## config.mk

```make
export PLATFORM = sky130hd
export DESIGN_NAME = vga_rx_decoder
export DESIGN_NICKNAME = d
export VERILOG_FILES = /design/src/rtl/vga_rx_decoder.sv
export SDC_FILE = /design/constraint.sdc
export NUM_CORES = 1
export LEC_CHECK = 0
export ABC_CLOCK_PERIOD_IN_PS = 3600
export CAP_MARGIN = 40
export CORE_UTILIZATION = 39
export CTS_CLUSTER_SIZE = 10
export DETAILED_ROUTE_END_ITERATION = 16
export SLEW_MARGIN = 20
export SYNTH_ARGS = -nofsm -noshare
export SYNTH_HDL_FRONTEND = slang
export SYNTH_SLANG_ARGS = --single-unit
```

## constraint.sdc

```tcl
create_clock -name sys_clk -period 3.6 [get_ports sys_clk]
set_input_delay 0.54 -clock sys_clk [delete_from_list [all_inputs] [get_ports sys_clk]]
set_output_delay 0.54 -clock sys_clk [all_outputs]
set_load 0.05 [all_outputs]
```

## src/rtl/vga_rx_decoder.sv

```systemverilog
// VGA receiver: recovers pixel coordinates/data from h_sync/v_sync/RGB565 and locks to nominal timing.
// Latency: pixel outputs are registered 1 sys_clk after the qualifying pix_ce sample.
// Backpressure: none; the stream is paced by pix_ce only and cycles with pix_ce=0 leave state untouched.
module vga_rx_decoder #(
    parameter int SYNC_POL    = 1,
    parameter int H_TOTAL     = 800,
    parameter int H_ACT_START = 144,
    parameter int H_VALID     = 640,
    parameter int V_TOTAL     = 525,
    parameter int V_ACT_START = 35,
    parameter int V_VALID     = 480
) (
    input  logic        sys_clk,
    input  logic        sys_rst,
    input  logic        pix_ce,
    input  logic        h_sync,
    input  logic        v_sync,
    input  logic [15:0] rgb,
    output logic        pix_valid,
    output logic [9:0]  pix_x,
    output logic [9:0]  pix_y,
    output logic [15:0] pix_data,
    output logic        frame_start,
    output logic        locked,
    output logic        err,
    output logic [11:0] h_total_meas,
    output logic [10:0] v_total_meas
);

    // Sync level that marks an active pulse.
    localparam logic SYNC_ACT = (SYNC_POL != 0);

    // Timing constants at the widths of the counters they are compared with.
    localparam logic [11:0] H_TOT = 12'(H_TOTAL);
    localparam logic [11:0] H_LO  = 12'(H_ACT_START);
    localparam logic [11:0] H_HI  = 12'(H_ACT_START + H_VALID - 1);
    localparam logic [10:0] V_TOT = 11'(V_TOTAL);
    localparam logic [10:0] V_LO  = 11'(V_ACT_START);
    localparam logic [10:0] V_HI  = 11'(V_ACT_START + V_VALID - 1);
    localparam logic [11:0] H_MAX = 12'hFFF;
    localparam logic [10:0] V_MAX = 11'h7FF;

    typedef enum logic [1:0] {
        ST_SEARCH  = 2'd0,
        ST_MEASURE = 2'd1,
        ST_LOCKED  = 2'd2
    } state_t;

    state_t      state;
    logic        h_prev;
    logic        v_prev;
    logic [11:0] h_cnt;
    logic [10:0] v_cnt;

    logic        h_lead;
    logic        v_lead;
    logic [11:0] h_inc;
    logic [10:0] v_inc;
    logic [11:0] hpos;
    logic [10:0] vpos;
    logic [11:0] meas_h;
    logic        wd_hit;
    logic        in_window;

    // Position of the current sample: edge detection, saturating counters, watchdog and active-window test.
    always_comb begin
        h_lead = 1'b0;
        v_lead = 1'b0;
        h_inc  = h_cnt;
        v_inc  = v_cnt;
        hpos   = h_cnt;
        vpos   = v_cnt;
        meas_h = h_total_meas;
        wd_hit = 1'b0;
        in_window = 1'b0;

        h_lead = (h_sync == SYNC_ACT) && (h_prev != SYNC_ACT);
        v_lead = (v_sync == SYNC_ACT) && (v_prev != SYNC_ACT);

        // h_inc doubles as the length of the line that an h edge terminates.
        h_inc = (h_cnt == H_MAX) ? H_MAX : h_cnt + 12'd1;
        v_inc = (v_cnt == V_MAX) ? V_MAX : v_cnt + 11'd1;

        hpos = h_lead ? 12'd0 : h_inc;
        if (v_lead) begin
            vpos = 11'd0;
        end else if (h_lead) begin
            vpos = v_inc;
        end else begin
            vpos = v_cnt;
        end

        // A line ending on the same sample as the frame counts toward the lock decision.
        meas_h = h_lead ? h_inc : h_total_meas;

        // Fires once, on the sample where h_cnt climbs into saturation.
        wd_hit = !h_lead && (h_cnt == H_MAX - 12'd1);

        in_window = (hpos >= H_LO) && (hpos <= H_HI) && (vpos >= V_LO) && (vpos <= V_HI);
    end

    // Timing tracker, lock FSM and registered pixel outputs; all progress is gated by pix_ce.
    always_ff @(posedge sys_clk or posedge sys_rst) begin
        if (sys_rst) begin
            state        <= ST_SEARCH;
            h_prev       <= 1'b0;
            v_prev       <= 1'b0;
            h_cnt        <= 12'd0;
            v_cnt        <= 11'd0;
            pix_valid    <= 1'b0;
            pix_x        <= 10'd0;
            pix_y        <= 10'd0;
            pix_data     <= 16'd0;
            frame_start  <= 1'b0;
            locked       <= 1'b0;
            err          <= 1'b0;
            h_total_meas <= 12'd0;
            v_total_meas <= 11'd0;
        end else begin
            // One-cycle pulses drop on every clock, sampled or not.
            pix_valid   <= 1'b0;
            frame_start <= 1'b0;
            err         <= 1'b0;

            if (pix_ce) begin
                h_prev <= h_sync;
                v_prev <= v_sync;
                h_cnt  <= hpos;
                v_cnt  <= vpos;

                // Pixels are only reported while the sampled timing is trusted.
                if (state == ST_LOCKED && in_window) begin
                    pix_valid   <= 1'b1;
                    pix_x       <= 10'(hpos - H_LO);
                    pix_y       <= 10'(vpos - V_LO);
                    pix_data    <= rgb;
                    frame_start <= (hpos == H_LO) && (vpos == V_LO);
                end

                if (wd_hit) begin
                    // Sync has vanished; only complain if we were tracking something.
                    if (state != ST_SEARCH) begin
                        err <= 1'b1;
                    end
                    locked <= 1'b0;
                    state  <= ST_SEARCH;
                end else begin
                    if (state != ST_SEARCH && h_lead) begin
                        h_total_meas <= h_inc;
                    end
                    if (state != ST_SEARCH && v_lead) begin
                        v_total_meas <= v_inc;
                    end

                    case (state)
                        ST_SEARCH: begin
                            if (v_lead) begin
                                state <= ST_MEASURE;
                            end
                        end
                        ST_MEASURE: begin
                            if (v_lead) begin
                                if (meas_h == H_TOT && v_inc == V_TOT) begin
                                    state  <= ST_LOCKED;
                                    locked <= 1'b1;
                                end else begin
                                    // Stay and re-measure the frame that starts here.
                                    err <= 1'b1;
                                end
                            end
                        end
                        ST_LOCKED: begin
                            if ((h_lead && h_inc != H_TOT) || (v_lead && v_inc != V_TOT)) begin
                                err    <= 1'b1;
                                locked <= 1'b0;
                                state  <= ST_SEARCH;
                            end
                        end
                        default: begin
                            state <= ST_SEARCH;
                        end
                    endcase
                end
            end
        end
    end

endmodule

```

==> impl_metrics.csv <==
group,metric,value,unit
timing,period_share,93.2,%
timing,max_slew_margin,48.1,%
global_route,antenna_found_initial,0,
route,drc,0,
clock_tree,clk_latency,350,ps
finish,final_cells,798,
finish,fin_nets,649,
critical_path,required,3830,ps
logic_synthesis,synth_edf_count,0,
timing,rsz0062_at_grt,"no",
route,drtAntennaViolNets,0,
route,drtIter0Drc,288,
pwr,p_per_area,674,nW/um^2
floorplan,fp-row-count,42,
finish,final_cell_mix,"90 x dfrtp_1, 83 x clkdlybuf4s50_1, 47 x nand2_1",
place,dp_hpwl,10000,microns
critical_path,start_kind,"flip-flop",
finish,fillers,1254,
pwr,clockPowerShare,20.8,%
pwr,power_frac_seq,32.7,%
critical_path,startpoint,"v_cnt[0]$_DFFE_PP0P_",
timing,period_needed,3350,ps
clock_tree,cts-resized-gates,0,
floorplan,ios,84,
logic_synthesis,synth-main-ff-cell,"dfrtp_1",
timing,setup_viol,0,
clock_tree,cts_tree,"done",
route,num_vias,4365,
timing,setup_tns,0,ps
finish,layout-drive-gt1-share,19.0,%
logic_synthesis,ys_ff_latch,90,
clock_tree,cts_hold_buf,0,
global_route,grt_pass1_wl,22200,microns
pwr,p_leak,0.00297,uW
timing,final-hold-violation-count,0,
global_route,grt.total_usage,20.0,%
route,drt-total-wl,13500,microns
place,port_buffers,83,
critical_path,ff2ff_path_depth,14,
route,drt-wirelength-per-cell,16.9,microns
pwr,swShare,42.3,%
logic_synthesis,synth_warnings,0,
clock_tree,clkTransAtPathRegs,60,ps
finish,diodes,0,
critical_path,cp.arrival,3580,ps
route,drt_first_pass_iters,5,
timing,finClkSkew,8.75,ps
logic_synthesis,avgSynthCellArea,10.1,sq um
critical_path,crit_end,"pix_data[7]$_DFFE_PP0P_",
floorplan,die_h,118,microns
timing,tightest_slew,773,ps
finish,mostFrequentLayoutCell,"dfrtp_1",
clock_tree,cts-root-buf,"clkbuf_16",
global_route,grt_overflow_total,0,
floorplan,floorplan.initialDensity,40.0,%
status,status,"finished, final reports clean",
logic_synthesis,synth_seq_area_share,42.6,%
place,gp_congestion,0.897,
clock_tree,htreeDepth,3,
logic_synthesis,async_flop_share,100,%
logic_synthesis,netlist_area,5290,sq um
logic_synthesis,ys_types,74,
route,via_per_inst,5.47,
finish,utilization,51.2,%
pwr,power.total,4570,uW
worst_hold_path,hold_class,"in -> async",
critical_path,timing.rr.end,"pix_data[7]$_DFFE_PP0P_",
finish,area_growth,28.1,%
logic_synthesis,synthCells,526,
critical_path,regToRegSetupSlack,250,ps
floorplan,dieArea,14000,sq um
logic_synthesis,synth_nets,558,
pwr,power_frac_comb,46.5,%
pwr,p_sw,1930,uW
job,cap_violations,0,
timing,clock.fmax,298,MHz
critical_path,critPathMaxFanout,17,
critical_path,endpoint_kind,"flip-flop",
pwr,power.internal,2630,uW
global_route,grt_pass1_vias,4224,
floorplan,die_w,118,microns
place,post-place-cells,781,
critical_path,path_class,"reg -> reg",
clock_tree,clock-sinks,90,
clock_tree,clockBufferDepth,2,
pwr,peakVddDrop,0.000298,V
floorplan,core_region_area,13200,sq um
timing,drv_slew,0,
critical_path,reg2reg_from,"v_cnt[0]$_DFFE_PP0P_",
clock_tree,postCtsSetupRepairBufs,0,
global_route,grt_max_degree,51,
clock_tree,numCtsBuffers,9,
-- Yosys cell counts, drive strengths merged, types with 9 or more instances --
cell,instances,area share [%]
nand3,18,1.9
nor3,10,1.0
buf,23,2.6
dfrtp,90,43
o21ai,36,3.5
nor2,27,1.9
mux2,47,12
nand2,48,3.5
xnor2,11,1.8
and3,9,1.1
a21oi,30,2.8
ha,11,2.6
nand4,12,1.5
clkbuf,17,1.2
inv,19,1.3
-- metrics by stage --
step | setup WS, ps | area, sq um | hold WS (ps)
floorplan | 437 | 5290 | 495
global route | 4.13 | 6780 | 407
CTS | 246 | 6760 | 480
global placement | 53.6 | 6460 | 461
detailed placement | 4.55 | 6460 | 465
finish | 245 | 6780 | 387
-- layer usage --
layer  vias up  track usage, %  wire [microns]
met5         -               0               0
met4         0            7.67             202
met3        14            3.43             596
met2       121            30.1            5860
met1      2122            28.7            6820
li1       2108               -               -
-- sequential cells by signal (all words and copies together) (netlist names), 2 cells and up --
signal	flops
state	2
pix_data	16
pix_y	10
h_cnt	12
pix_x	10
h_total_meas	12
v_cnt	11
v_total_meas	11
-- worst min-delay path by stage --
stage                                      from                          end  slack [ps]  depth (start not counted)
finish                                  sys_rst  v_total_meas[2]$_DFFE_PP0P_         390                          2
global placement    v_total_meas[3]$_DFFE_PP0P_  v_total_meas[3]$_DFFE_PP0P_         460                          1
detailed placement  v_total_meas[8]$_DFFE_PP0P_  v_total_meas[8]$_DFFE_PP0P_         460                          1
floorplan                    h_prev$_DFFE_PP0P_           h_prev$_DFFE_PP0P_         500                          1
CTS                 v_total_meas[8]$_DFFE_PP0P_  v_total_meas[8]$_DFFE_PP0P_         480                          1
global route                            sys_rst  v_total_meas[2]$_DFFE_PP0P_         410                          2
-- logic make-up (layout without fill, tap and decap cells) --
kind of cell / after synthesis / in the layout / synth area share (%)
compound gates: 128 / 128 / 16.6
flops: 90 / 90 / 42.6
mux: 52 / 52 / 12.9
fa+ha+maj: 11 / 11 / 2.60
buf+inv: 59 / 155 / 5.20
xor+xnor: 18 / 18 / 2.98
simple gates: 168 / 168 / 17.1
-- power groups by stage --
stage / Sequential, uW / Combinational [uW] / Clock, uW
after floorplan: 2170 / 769 / 0
after detailed placement: 1510 / 2130 / 0
after global placement: 1500 / 2100 / 0
final: 1500 / 2120 / 949
after global routing: 1540 / 2250 / 1020
after CTS: 1490 / 2130 / 977
-- layout make-up --
class	count	area (sq um)	share of cell area, %
clock inverters	6	65.1	0.960
inverters	19	72.6	1.07
repair buffers	120	1170	17.3
flip-flops and latches	90	2250	33.2
multi-input cells	377	2770	40.8
well taps	176	220	3.25
clock buffers	10	229	3.38
-- critical path, cell delays in order (launching register included) --
cell       delay (ps)
dfrtp_1           490
ha_1              210
and3_1            270
nand4_2           300
nand3_1           180
o211a_1           200
inv_1              80
ha_1              200
a211oi_1          230
nor2_1             70
nand4b_1          170
a2111oi_4         100
nand2_2           180
buf_12            190
mux2_1            350
(Power assumes the default switching activity.)
